[src/rtl/mac_ctrl_if.sv]
// rtl/mac_ctrl_if.sv - operand stream, result stream and multiplier port bundle for mac_ctrl
interface mac_ctrl_if #(
  parameter int ACC_W = 24
);
  logic             in_valid;
  logic             in_ready;
  logic [7:0]       in_a;
  logic [7:0]       in_b;
  logic             in_last;
  logic             out_valid;
  logic             out_ready;
  logic [ACC_W-1:0] acc_out;
  logic             ovf;
  logic             timeout_err;
  logic [7:0]       mul_a;
  logic [7:0]       mul_b;
  logic             mul_start;
  logic [16:0]      mul_o;
  logic             mul_fin;

  modport slave (
    input  in_valid, in_a, in_b, in_last, out_ready, mul_o, mul_fin,
    output in_ready, out_valid, acc_out, ovf, timeout_err, mul_a, mul_b, mul_start
  );

  modport master (
    output in_valid, in_a, in_b, in_last, out_ready, mul_o, mul_fin,
    input  in_ready, out_valid, acc_out, ovf, timeout_err, mul_a, mul_b, mul_start
  );
endinterface

[src/rtl/mac_ctrl.sv]
// rtl/mac_ctrl.sv - operand FIFO feeding a shift-add multiplier, dot-product accumulator
// with valid/ready result and sticky overflow / lost-product flags per vector.
module mac_ctrl #(
  parameter int DEPTH   = 4,
  parameter int ACC_W   = 24,
  parameter int TIMEOUT = 16
) (
  input  logic       ck,
  input  logic       rst,
  mac_ctrl_if.slave  bus
);
  localparam int AW = $clog2(DEPTH);
  localparam int TW = $clog2(TIMEOUT) + 1;
  localparam logic [TW-1:0] TMR_LAST = TW'(TIMEOUT - 1);
  localparam logic [AW:0]   CNT_FULL = (AW + 1)'(DEPTH);

  typedef enum logic [1:0] {S_IDLE, S_LOAD, S_WAIT, S_DONE} state_t;

  state_t           r_state;
  logic [16:0]      r_mem [DEPTH];
  logic [AW-1:0]    r_wr_ptr;
  logic [AW-1:0]    r_rd_ptr;
  logic [AW:0]      r_count;
  logic             r_op_last;
  logic [TW-1:0]    r_tmr;
  logic [ACC_W-1:0] r_acc;
  logic             r_ovf;
  logic             r_timeout_err;
  logic             r_out_valid;
  logic             r_mul_start;
  logic [7:0]       r_mul_a;
  logic [7:0]       r_mul_b;

  logic             w_full;
  logic             w_empty;
  logic             w_push;
  logic             w_pop;
  logic [16:0]      w_head;
  logic [ACC_W:0]   w_sum;

  assign w_full  = (r_count == CNT_FULL);
  assign w_empty = (r_count == '0);
  assign w_push  = bus.in_valid && !w_full;
  assign w_pop   = (r_state == S_IDLE) && !w_empty;
  assign w_head  = r_mem[r_rd_ptr];
  // Extra top bit of the sum is the carry out of the ACC_W-bit add.
  assign w_sum   = {1'b0, r_acc} + (ACC_W + 1)'(bus.mul_o);

  assign bus.in_ready    = !w_full;
  assign bus.out_valid   = r_out_valid;
  assign bus.acc_out     = r_acc;
  assign bus.ovf         = r_ovf;
  assign bus.timeout_err = r_timeout_err;
  assign bus.mul_a       = r_mul_a;
  assign bus.mul_b       = r_mul_b;
  assign bus.mul_start   = r_mul_start;

  always_ff @(posedge ck) begin
    if (w_push) r_mem[r_wr_ptr] <= {bus.in_last, bus.in_a, bus.in_b};
  end

  always_ff @(posedge ck) begin
    if (rst) begin
      r_state       <= S_IDLE;
      r_wr_ptr      <= '0;
      r_rd_ptr      <= '0;
      r_count       <= '0;
      r_op_last     <= 1'b0;
      r_tmr         <= '0;
      r_acc         <= '0;
      r_ovf         <= 1'b0;
      r_timeout_err <= 1'b0;
      r_out_valid   <= 1'b0;
      r_mul_start   <= 1'b0;
      r_mul_a       <= '0;
      r_mul_b       <= '0;
    end else begin
      if (w_push) r_wr_ptr <= r_wr_ptr + AW'(1);
      if (w_pop)  r_rd_ptr <= r_rd_ptr + AW'(1);
      case ({w_push, w_pop})
        2'b10:   r_count <= r_count + (AW + 1)'(1);
        2'b01:   r_count <= r_count - (AW + 1)'(1);
        default: r_count <= r_count;
      endcase

      case (r_state)
        S_IDLE: begin
          // Operands go straight to the multiplier regs so they are valid during LOAD.
          if (w_pop) begin
            r_op_last   <= w_head[16];
            r_mul_a     <= w_head[15:8];
            r_mul_b     <= w_head[7:0];
            r_mul_start <= 1'b1;
            r_state     <= S_LOAD;
          end
        end
        S_LOAD: begin
          r_mul_start <= 1'b0;
          r_tmr       <= '0;
          r_state     <= S_WAIT;
        end
        S_WAIT: begin
          r_tmr <= r_tmr + TW'(1);
          if (bus.mul_fin || (r_tmr == TMR_LAST)) begin
            if (bus.mul_fin) begin
              r_acc <= w_sum[ACC_W-1:0];
              if (w_sum[ACC_W]) r_ovf <= 1'b1;
            end else begin
              r_timeout_err <= 1'b1;
            end
            if (r_op_last) begin
              r_out_valid <= 1'b1;
              r_state     <= S_DONE;
            end else begin
              r_state <= S_IDLE;
            end
          end
        end
        S_DONE: begin
          if (bus.out_ready) begin
            r_out_valid   <= 1'b0;
            r_acc         <= '0;
            r_ovf         <= 1'b0;
            r_timeout_err <= 1'b0;
            r_state       <= S_IDLE;
          end
        end
        default: r_state <= S_IDLE;
      endcase
    end
  end
endmodule
[src/flat_wrapper.sv]
// flat-port wrapper written by rule: the top's interface ports become plain ports
module mac_ctrl_flat 
#(
  parameter int DEPTH   = 4,
  parameter int ACC_W   = 24,
  parameter int TIMEOUT = 16
)
  (ck, rst, bus_in_valid, bus_in_a, bus_in_b, bus_in_last, bus_out_ready, bus_mul_o, bus_mul_fin, bus_in_ready, bus_out_valid, bus_acc_out, bus_ovf, bus_timeout_err, bus_mul_a, bus_mul_b, bus_mul_start);
  mac_ctrl_if #(.ACC_W(ACC_W)) bus_i ();
  input  logic ck;
  input  logic rst;
  input wire logic [$bits(bus_i.in_valid)-1:0] bus_in_valid;
  input wire logic [$bits(bus_i.in_a)-1:0] bus_in_a;
  input wire logic [$bits(bus_i.in_b)-1:0] bus_in_b;
  input wire logic [$bits(bus_i.in_last)-1:0] bus_in_last;
  input wire logic [$bits(bus_i.out_ready)-1:0] bus_out_ready;
  input wire logic [$bits(bus_i.mul_o)-1:0] bus_mul_o;
  input wire logic [$bits(bus_i.mul_fin)-1:0] bus_mul_fin;
  output wire logic [$bits(bus_i.in_ready)-1:0] bus_in_ready;
  output wire logic [$bits(bus_i.out_valid)-1:0] bus_out_valid;
  output wire logic [$bits(bus_i.acc_out)-1:0] bus_acc_out;
  output wire logic [$bits(bus_i.ovf)-1:0] bus_ovf;
  output wire logic [$bits(bus_i.timeout_err)-1:0] bus_timeout_err;
  output wire logic [$bits(bus_i.mul_a)-1:0] bus_mul_a;
  output wire logic [$bits(bus_i.mul_b)-1:0] bus_mul_b;
  output wire logic [$bits(bus_i.mul_start)-1:0] bus_mul_start;
  assign bus_i.in_valid = bus_in_valid;
  assign bus_i.in_a = bus_in_a;
  assign bus_i.in_b = bus_in_b;
  assign bus_i.in_last = bus_in_last;
  assign bus_i.out_ready = bus_out_ready;
  assign bus_i.mul_o = bus_mul_o;
  assign bus_i.mul_fin = bus_mul_fin;
  assign bus_in_ready = bus_i.in_ready;
  assign bus_out_valid = bus_i.out_valid;
  assign bus_acc_out = bus_i.acc_out;
  assign bus_ovf = bus_i.ovf;
  assign bus_timeout_err = bus_i.timeout_err;
  assign bus_mul_a = bus_i.mul_a;
  assign bus_mul_b = bus_i.mul_b;
  assign bus_mul_start = bus_i.mul_start;
  mac_ctrl #(.DEPTH(DEPTH), .ACC_W(ACC_W), .TIMEOUT(TIMEOUT)) u_core (.ck(ck), .rst(rst), .bus(bus_i));
endmodule
[config.mk]
export PLATFORM = sky130hd
export DESIGN_NAME = mac_ctrl_flat
export DESIGN_NICKNAME = d
export VERILOG_FILES = /design/src/rtl/mac_ctrl_if.sv /design/src/rtl/mac_ctrl.sv /design/src/flat_wrapper.sv
export SDC_FILE = /design/constraint.sdc
export NUM_CORES = 1
export LEC_CHECK = 0
export ABC_AREA = 1
export BUFFER_PORTS_ARGS = -buffer_cell sky130_fd_sc_hd__buf_2
export CORE_ASPECT_RATIO = 1.5
export CORE_MARGIN = 2
export CORE_UTILIZATION = 30
export DETAILED_ROUTE_END_ITERATION = 8
export PLACE_DENSITY = 0.48
export SLEW_MARGIN = 15
export SYNTH_ARGS = -nofsm -noshare
export SYNTH_HDL_FRONTEND = slang
export SYNTH_SLANG_ARGS = --single-unit
[constraint.sdc]
create_clock -name ck -period 3 [get_ports ck]
set_clock_uncertainty 0.05 [all_clocks]
set_input_delay 0.45 -clock ck [delete_from_list [all_inputs] [get_ports ck]]
set_output_delay 0.45 -clock ck [all_outputs]
set_load 0.05 [all_outputs]
==> results of run 1 <==
==> through the flow <==
step	std cells	util (%)	hold WS (ns)
floorplan	735	-	0.394
CTS	1102	36.9	0.168
finish	1102	36.9	0.176
global route	1102	36.9	0.177
global placement	1070	34.1	0.407
detailed placement	1070	34.1	0.416
==> power breakdown <==
group / internal (uW) / switching, uW
registers: 2170 / 157
clock network: 1170 / 862
logic: 639 / 1840
total: 3980 / 2850
==> sequential cells by signal, summed over array words and instances (netlist names) <==
name                    count
u_core.bus.ovf              1
u_core.r_mem               68
u_core.r_op_last            1
u_core.bus.acc_out         24
u_core.bus.mul_start        1
u_core.r_tmr                5
u_core.r_rd_ptr             2
u_core.bus.mul_b            8
u_core.r_state              2
u_core.bus.mul_a            8
u_core.r_wr_ptr             2
u_core.bus.timeout_err      1
u_core.bus.out_valid        1
u_core.r_count              3
==> metal layers <==
metal | share of wire (%) | up-vias | global-route usage (%)
li1 | - | 2643 | -
met1 | 40 | 2392 | 16.1
met2 | 53 | 110 | 29.0
met3 | 3.7 | 33 | 3.23
met4 | 3.5 | 0 | 8.05
met5 | 0 | - | 0
==> how the worst min path moves through the flow <==
stage	start	endpoint	slack, ns	depth (start not counted)
floorplan	u_core.r_tmr[4]$_SDFFE_PP0P_	u_core.r_tmr[4]$_SDFFE_PP0P_	0.39	2
global placement	u_core.r_tmr[4]$_SDFFE_PP0P_	u_core.r_tmr[4]$_SDFFE_PP0P_	0.41	2
detailed placement	u_core.r_tmr[4]$_SDFFE_PP0P_	u_core.r_tmr[4]$_SDFFE_PP0P_	0.42	2
CTS	bus_in_a[6]	u_core.r_mem[0][14]$_DFFE_PP_	0.17	1
global route	bus_in_b[4]	u_core.r_mem[1][4]$_DFFE_PP_	0.18	1
finish	bus_in_b[4]	u_core.r_mem[3][4]$_DFFE_PP_	0.18	1
==> worst max-delay path, cell delays in order, from the launching register on <==
cell     delay [ns]
dfxtp_1        0.36
inv_1          0.10
ha_1           0.36
inv_2          0.13
nor2_1         0.07
nor2_4         0.29
inv_4          0.19
nor3_1         0.25
nand3_1        0.11
nand2_1        0.07
nor2_1         0.04
==> cells in the final DEF (no fill, tap or decap), drive strengths merged <==
cell / count
a21boi: 5
or2: 5
o21ai: 73
clkbuf: 18
o21bai: 1
nor2: 109
nand4: 4
edfxtp: 68
clkinvlp: 3
and2: 1
ha: 28
o211ai: 1
clkinv: 2
nand3: 33
a21oi: 53
nand2: 150
dfxtp: 59
a31oi: 19
nor3: 13
buf: 95
a221oi: 1
bufinv: 1
nand3b: 7
fa: 2
inv: 87
==> cells by family (layout without fill, tap and decap cells) <==
group | Yosys count | count (layout)
AND/OR/NAND/NOR | 322 | 322
AO/OA/AOI/OAI | 153 | 153
flip-flops | 127 | 127
buffers and inverters | 103 | 206
adder cells (fa/ha/maj) | 30 | 30
==> cell type report <==
type	instances	area, sq um	share of cell area (%)
repair buffers	95	505	6.71
clock buffers	18	429	5.70
flip-flops and latches	127	3220	42.8
clock inverters	14	143	1.89
multi-input cells	505	2600	34.5
well taps	264	330	4.39
inverters	79	299	3.97
==> reports/qor.txt, run 1 <==
Total Wirelength: 16600 um
Max-cap violations: 0
CP max FO: 21
synthesis-stage register bit count: 127
Num CTS Buffers: 17
RR Endpoint: u_core.bus.acc_out[23]$_SDFFE_PP0P_
Setup crit start kind: flip-flop
RSZ-0062 raised after global routing: no
CP Launch Point: u_core.r_state[0]$_SDFFE_PP0P_
worst setup path end: u_core.bus.acc_out[23]$_SDFFE_PP0P_
number of synthesized flops with an enable pin: 68
Syn Area/Cell: 8.48 sq um
simple-gate area share of the yosys netlist: 21.9%
number of inserted diodes: 0
Hold Buf Count CTS: 0
HPWL after detailed placement: 11500 um
Adder-Cell Fraction of Synth Area: 6.27%
Final Worst Setup Slack: 0.839 ns
vias in the first global route: 5080
DRC viols: 0
dpl cell area: 0.00696 sq mm
post-synthesis mux area share: 0%
Post-Route Setup TNS: 0 ns
design area: 0.00753 sq mm
number of fill cells: 2160
die area: 0.0220 sq mm
sequential fraction of the synthesis area: 51.7%
GPL Wtd Cong: 0.862
fin nets: 894
WL per Instance: 15.0 um
Synth Flop Type: edfxtp_1
pin count of the biggest net entering global routing: 39
CTS resizes: 0
drt via density: 4.70
die height: 181 um
critical path class: reg2reg
Tmin final: 2.16 ns
IO buf count: 83
Post-Synth XOR/XNOR Area: 0%
Leak: 0.00318 uW
post-synth top area cell: edfxtp_1
complex-gate fraction of the synthesized area: 13.3%
Reg2Reg Setup Slack: 0.84 ns
Worst EP required: 3.26 ns
slew at the pin closest to its max-slew limit: 0.984 ns
Sink Count: 127
drt first pass iters: 4
VDD IR max: 0.534 mV
GRT overflow: 0
Yosys Warn Count: 0
Final Setup Violations: 0
Chip Width: 122 um
CTS Buffer Depth: 2
layout cells sized above 1: 18.1%
CTS tree: built
Unique masters post-synth: 38
Ports: 84
first-pass GRT wire length: 25900 um
data arrival time of the worst path: 2.43 ns
antenna viol nets, final: 0
clk root buf: clkbuf_16
Syn Std Cell Area: 0.00623 sq mm
Placeable Area: 0.0204 sq mm
CP Capture Type: flip-flop
pre-CTS setup slack: 0.809 ns
asr flop ratio synth: 0%
FF-to-FF Start: u_core.r_state[0]$_SDFFE_PP0P_
Rows: 64
via count: 5178
total power: 6830 uW
Max Clk Rate: 463 MHz
Yosys top cell area share: 32.8%
layout overhead on the synthesized area: 20.8%
DRT iter0 DRCs: 208
Pwr per Cell Area: 907 mW/mm^2
Initial Util: 30.5%
syn nets: 804
Post-CTS Setup Inserts: 0
top post-synthesis cells by area: edfxtp_1 33%, dfxtp_1 19%, nand2_1 8.9%
most common cell in the netlist: nand2_1
min-delay worst type: in2reg
status: finished, final reports clean
Hold Vio Cnt, Final: 0
Final period util: 72.0%
initial antenna violation count: 0
Slew HR: 34.3%
top cells by count, synth: 148 x nand2_1, 104 x nor2_1, 72 x o21ai_0
largest family of logic cells by synthesized area: simple AND/OR/NAND/NOR gates
worst skew pair latency: 0.43 ns
Post-Synthesis Cells: 735
CTS H-tree lvls: 4
pins over their slew limit: 0
GRT Util Overall: 15.6%
clock-pin slew on the worst setup and hold paths: 0.06 ns
Register-to-Register Path Depth: 10
No activity file was read; power rests on OpenSTA's default activity.
==> run 2, diff against run 1 <==
--- a/config.mk
+++ b/config.mk
@@ -5,13 +5,13 @@
 export SDC_FILE = /design/constraint.sdc
 export NUM_CORES = 1
 export LEC_CHECK = 0
-export ABC_AREA = 1
+export ABC_AREA = 0
 export BUFFER_PORTS_ARGS = -buffer_cell sky130_fd_sc_hd__buf_2
 export CORE_ASPECT_RATIO = 1.5
 export CORE_MARGIN = 2
 export CORE_UTILIZATION = 30
 export DETAILED_ROUTE_END_ITERATION = 8
-export PLACE_DENSITY = 0.48
+export PLACE_DENSITY = 0.5
 export SLEW_MARGIN = 15
 export SYNTH_ARGS = -nofsm -noshare
 export SYNTH_HDL_FRONTEND = slang
==> constraint.sdc (replaced) <==
create_clock -name ck -period 1.9 [get_ports ck]
set_clock_uncertainty 0.05 [all_clocks]
set_input_delay 0.285 -clock ck [delete_from_list [all_inputs] [get_ports ck]]
set_output_delay 0.285 -clock ck [all_outputs]
set_load 0.05 [all_outputs]
==> run 2 against run 1 <==
The flow now finishes with violations (negative setup slack). First-iteration DRC count decreased by 31%. Worst setup slack got worse by 1.2 ns. Non-clock buffer count increased by 93. Clock power increased by 64%. Routed wire length decreased by 12%. Total power increased by 80%. Synthesized area decreased by 8.2%. Worst hold slack got worse by 0.15 ns. Fmax decreased by 4.3%. Critical path type unchanged. Critical endpoint is now u_core.bus.acc_out[10]$_SDFFE_PP0P_. Largest power group unchanged.
==> reports/qor.txt, run 2 <==
failing checks: negative setup slack
Num CTS Buffers: 17
clk root buf: clkbuf_16
Worst EP required: 2.16 ns
IO buf count: 83
Post-Route Setup TNS: -4.16 ns
top cells by count, synth: 68 x edfxtp_1, 59 x dfxtp_1, 58 x nand2_1
Placeable Area: 0.0186 sq mm
Max Clk Rate: 443 MHz
uppermost routed layer: met5
Switching Fraction: 37.7%
wire length on met3: 651 um
Post-Synthesis Cells: 483
Slew HR: 64.6%
slowest stage delay, CP: 0.35 ns
Final period util: 119%
number of fill cells: 1784
Sink Count: 127
CP Capture Type: flip-flop
Final Setup Violations: 18
GRT overflow: 0
fin nets: 742
Hold Vio Cnt, Final: 0
met2 WL: 7950 um
CP Cell Sequence: ha_4 > inv_2 > fa_2 > nand2b_4 > a21oi_4 > buf_4 > buf_4 > and2b_1 > nand2_1 > a21oi_1 > xnor2_1 > a22o_1
DRC viols: 0
Hold Startpoint: bus_in_a[0]
pre-CTS setup slack: -0.411 ns
GRT Util Overall: 14.8%
first-pass GRT wire length: 22900 um
Synth Flop Type: edfxtp_1
CP dominant cell by count: buf_4
Unique masters post-synth: 51
pin count of the biggest net entering global routing: 43
Initial Util: 30.7%
data arrival time of the worst path: 2.51 ns
most common cell in the netlist: edfxtp_1
CP Launch Point: u_core.bus.acc_out[0]$_SDFFE_PP0P_
worst skew pair latency: 0.42 ns
DRT iter0 DRCs: 143
commonest non-fill, non-tap cell in the layout: buf_4
Most flops, register: u_core.r_mem
Clock power frac: 27.1%
RSZ-0062 raised after global routing: yes
most frequent cells in the layout: 95 x buf_4, 83 x buf_2, 68 x edfxtp_1
switching pwr: 4630 uW
number of inserted diodes: 0
post-synth top area cell: edfxtp_1
CTS Buffer Depth: 2
clock-pin slew on the worst setup and hold paths: 0.06 ns
initial antenna violation count: 1
Logic pwr share: 42.7%
CTS tree: built
status: finished with violations
critical path class: reg2reg
vias in the first global route: 4675
GPL Wtd Cong: 0.856
Ports: 84
Syn Std Cell Area: 0.00572 sq mm
sequential fraction of the synthesis area: 56.4%
VDD IR max: 0.783 mV
Internal Pwr Total: 7650 uW
CP max FO: 3
Hold Buf Count CTS: 0
WL per Instance: 15.6 um
Slowest cell on crit path: dfxtp_4
die height: 173 um
via count: 4398
CTS H-tree lvls: 4
Tmin final: 2.26 ns
Yosys Warn Count: 0
fin util: 45.2%
syn nets: 552
drt first pass iters: 4
synthesis-stage register bit count: 127
Final Worst Setup Slack: -0.357 ns
Chip Width: 117 um
Leak: 0.00335 uW
Max-cap violations: 0
pins over their slew limit: 0
asr flop ratio synth: 0%
max reg flops: 68
antenna viol nets, final: 0
Yosys top cell area share: 35.7%
FF-to-FF Start: u_core.bus.acc_out[0]$_SDFFE_PP0P_
met1 wire length: 5700 um
sequential power share: 30.2%
Setup crit start kind: flip-flop
Total Wirelength: 14600 um
Pwr per Cell Area: 1460 mW/mm^2
layout overhead on the synthesized area: 47.2%
number of synthesized flops with an enable pin: 68
slew at the pin closest to its max-slew limit: 0.531 ns
die area: 0.0202 sq mm
HPWL after detailed placement: 10000 um
Syn Area/Cell: 11.8 sq um
layout cells sized above 1: 50.0%
Rows: 61
top post-synthesis cells by area: edfxtp_1 36%, dfxtp_1 21%, mux4_2 6.7%
min-delay worst type: in2reg
drt via density: 4.69
-- run 2: cell types whose count changed in the layout (fill, tap and decap cells not counted), moves of 12 or more --
| cell | delta |
|---|---|
| nor2_1 | -70 |
| nand3_1 | -26 |
| ha_4 | +14 |
| mux4_2 | +17 |
| dfxtp_1 | -23 |
| inv_1 | -62 |
| nand2_1 | -93 |
| a21oi_1 | -12 |
| ha_1 | -16 |
| a31oi_1 | -18 |
| dfxtp_2 | +12 |
| o21ai_0 | -66 |
| buf_4 | +83 |
-- run 2: power groups by stage --
stage	Clock, uW	Sequential (uW)	Combinational [uW]
floorplan	0	4590	2340
detailed placement	0	3740	4740
global placement	0	3720	4680
global route	3530	3760	5690
finish	3320	3710	5240
CTS	3420	3700	5000
-- run 2: kinds of logic after synthesis --
| group | share of synthesized area, % |
|---|---|
| DFF | 56.4 |
| xor gates and xnor gates | 3.52 |
| muxes | 6.89 |
| AOI/OAI and AO/OA | 12.6 |
| adders and majority gates | 6.83 |
| and+or+nand+nor | 11.5 |
| buffers and inverters | 2.28 |
-- run 2: worst paths after layout --
path | to | slack [ns] | cells after the start
min | u_core.r_mem[1][8]$_DFFE_PP_ | 0.03 | 1
max | u_core.bus.acc_out[10]$_SDFFE_PP0P_ | -0.36 | 12
max reg2reg | u_core.bus.acc_out[10]$_SDFFE_PP0P_ | -0.36 | 12
min reg2reg | u_core.bus.mul_b[1]$_SDFFE_PP0P_ | 0.40 | 2
-- run 2: area by class of cell --
| type | count | area [sq um] | share of cell area [%] |
|---|---|---|---|
| Sequential cell | 127 | 3280 | 39.0 |
| Multi-Input combinational cell | 324 | 2880 | 34.2 |
| Timing Repair Buffer | 188 | 1280 | 15.3 |
| Clock buffer | 18 | 429 | 5.10 |
| Tap cell | 252 | 315 | 3.74 |
| Clock inverter | 14 | 169 | 2.01 |
| Inverter | 15 | 66.3 | 0.788 |
-- run 2: per-stage QoR --
step / cell area (sq um) / hold WS [ns] / std cells / total power (uW)
6_report: 8420 / 0.0274 / 938 / 12300
3_3_place_gp: 7310 / 0.393 / 886 / 8400
4_1_cts: 8130 / 0.00493 / 928 / 12100
3_5_place_dp: 7310 / 0.395 / 886 / 8480
2_1_floorplan: 6000 / 0.334 / 483 / 6930
5_1_grt: 8420 / 0.0173 / 938 / 13000
-- run 2: what timing repair did --
action | in CTS | in global routing
gates resized for setup | 34 | 44
setup endpoints to repair | 24 | 28
pin swaps | 31 | 30
gates cloned | 0 | 1
hold endpoints to repair | 0 | 0
buffers inserted | 10 | 9
-- run 2: metal layers --
metal	GRT usage (%)	vias to the layer above
met2	27.2	101
li1	-	2158
met1	15.6	2115
met5	0	-
met3	4.00	22
met4	5.64	2
-- run 2: worst max-delay path, delay by kind of cell, from the launching register on --
kind	cells	cell delay, ns
simple gates	3	0.45
xor+xnor	1	0.13
compound gates	3	0.44
buf+inv	3	0.27
flops	1	0.35
fa+ha+maj	2	0.46
==> run 3, diff against run 2 <==
--- a/config.mk
+++ b/config.mk
@@ -5,13 +5,13 @@
 export SDC_FILE = /design/constraint.sdc
 export NUM_CORES = 1
 export LEC_CHECK = 0
-export ABC_AREA = 0
+export ABC_AREA = 1
 export BUFFER_PORTS_ARGS = -buffer_cell sky130_fd_sc_hd__buf_2
-export CORE_ASPECT_RATIO = 1.5
+export CORE_ASPECT_RATIO = 1.25
 export CORE_MARGIN = 2
 export CORE_UTILIZATION = 30
 export DETAILED_ROUTE_END_ITERATION = 8
-export PLACE_DENSITY = 0.5
+export PLACE_DENSITY = 0.53
 export SLEW_MARGIN = 15
 export SYNTH_ARGS = -nofsm -noshare
 export SYNTH_HDL_FRONTEND = slang
==> run 3 against run 2 <==
Die area is 8.6% higher. Combinational power is 16% lower. Critical path depth decreased by 1. The run now ends clean. Routed wire length grew 7.0%. Utilization is 5.7 points lower. Worst hold slack better by 0.0063 ns. Fmax up 22%.
==> reports/qor.txt, run 3 (synthesized netlist as in run 1, its figures left out) <==
GRT overflow: 0
Num CTS Buffers: 17
min-delay worst type: in2reg
RR Endpoint: u_core.r_count[2]$_SDFFE_PP0P_
most frequent cells in the layout: 144 x nand2_1, 103 x nor2_1, 83 x buf_2
CP Capture Type: flip-flop
Hold Vio Cnt, Final: 0
Worst EP required: 2.14 ns
met2 WL: 7880 um
via count: 5114
worst skew pair latency: 0.41 ns
fin util: 39.5%
initial antenna violation count: 0
Max Clk Rate: 539 MHz
Placeable Area: 0.0202 sq mm
Register-to-Register Path Depth: 11
pins over their slew limit: 0
Switching Fraction: 41.4%
fin nets: 914
Post-Route Setup TNS: 0 ns
Hold Startpoint: bus_in_a[4]
commonest non-fill, non-tap cell in the layout: nand2_1
CTS Buffer Depth: 2
GRT Util Overall: 14.6%
CTS H-tree lvls: 4
Final Worst Setup Slack: 0.0452 ns
clk root buf: clkbuf_16
Final period util: 97.6%
slew at the pin closest to its max-slew limit: 0.424 ns
Max-cap violations: 0
layout overhead on the synthesized area: 28.4%
HPWL after detailed placement: 10900 um
vias in the first global route: 4881
GPL Wtd Cong: 0.837
design area: 0.00800 sq mm
pin count of the biggest net entering global routing: 39
Most flops, register: u_core.r_mem
Slew HR: 71.5%
CP Launch Point: u_core.r_state[0]$_SDFFE_PP0P_
CP max FO: 4
Total Wirelength: 15600 um
dpl cell area: 0.00723 sq mm
Chip Width: 133 um
Sink Count: 127
first-pass GRT wire length: 24800 um
WL per Instance: 13.8 um
Rows: 58
Pwr per Cell Area: 1400 mW/mm^2
FF-to-FF Start: u_core.r_state[0]$_SDFFE_PP0P_
DRT iter0 DRCs: 216
layout cells sized above 1: 24.8%
pre-CTS setup slack: -0.0306 ns
max reg flops: 68
Reg2Reg Setup Slack: 0.05 ns
Clock power frac: 27.9%
antenna viol nets, final: 0
IO buf count: 83
Initial Util: 30.8%
VDD IR max: 1.14 mV
drt via density: 4.53
Setup crit start kind: flip-flop
clock-pin slew on the worst setup and hold paths: 0.06 ns
drt first pass iters: 5
met1 wire length: 6710 um
uppermost routed layer: met4
switching pwr: 4640 uW
total power: 11200 uW
data arrival time of the worst path: 2.09 ns
CTS tree: built
Leak: 0.00332 uW
RSZ-0062 raised after global routing: yes
Final Setup Violations: 0
Ports: 84
DRC viols: 0
Internal Pwr Total: 6570 uW
status: finished, final reports clean
critical path class: reg2reg
Logic pwr share: 39.2%
die height: 165 um
worst setup path end: u_core.r_count[2]$_SDFFE_PP0P_
number of inserted diodes: 0
Tmin final: 1.85 ns
sequential power share: 32.9%
die area: 0.0219 sq mm
wire length on met3: 722 um
-- run 3: stage by stage --
step,hold WS (ns),instances
5_1_grt,0.0147,1128
6_report,0.0337,1128
2_1_floorplan,0.306,735
4_1_cts,0.0197,1125
3_5_place_dp,0.404,1093
3_3_place_gp,0.403,1093
-- run 3: metal layers --
| metal | vias to the layer above | GRT usage (%) |
|---|---|---|
| li1 | 2680 | - |
| met4 | 0 | 5.18 |
| met2 | 113 | 26.2 |
| met5 | - | 0 |
| met1 | 2306 | 17.1 |
| met3 | 15 | 3.66 |
-- run 3: worst min-delay path by stage --
stage | endpoint | depth (start not counted) | slack, ns
after detailed placement | u_core.r_tmr[4]$_SDFFE_PP0P_ | 2 | 0.40
after floorplan | u_core.r_state[0]$_SDFFE_PP0P_ | 1 | 0.31
after global routing | u_core.r_mem[2][12]$_DFFE_PP_ | 1 | 0.01
final | u_core.r_mem[2][12]$_DFFE_PP_ | 1 | 0.03
after CTS | u_core.r_mem[2][9]$_DFFE_PP_ | 1 | 0.02
after global placement | u_core.r_state[1]$_SDFFE_PP0P_ | 1 | 0.40
-- run 3: worst max-delay path, cell delays in order (launching register included) --
cell and delay [ns]:
dfxtp_2 0.33, inv_2 0.09, ha_4 0.15, inv_4 0.04
a31oi_4 0.17, ha_4 0.16, inv_4 0.03, fa_2 0.33
a21oi_2 0.11, o21ai_1 0.08, o21ai_1 0.14, a21oi_1 0.05
-- run 3: layout make-up --
type,count,area [sq um]
Tap cell,270,338
Sequential cell,127,3240
Multi-Input combinational cell,505,2810
Clock inverter,15,138
Fill cell,2054,12200
Timing Repair Buffer,115,743
Clock buffer,17,425
Inverter,79,307
-- run 3: power groups by stage --
| stage | Sequential (uW) | Combinational (uW) | Clock (uW) |
|---|---|---|---|
| 2_1_floorplan | 4610 | 2220 | 0 |
| 3_3_place_gp | 3720 | 4290 | 0 |
| 3_5_place_dp | 3730 | 4280 | 0 |
| 4_1_cts | 3680 | 4300 | 3210 |
| 5_1_grt | 3750 | 4830 | 3350 |
| 6_report | 3690 | 4390 | 3130 |
-- run 3: timing repair --
item	CTS	global route
buffers inserted	0	3
pin swaps	0	6
setup endpoints to repair	1	21
hold buffers	0	0
resized for setup	1	32
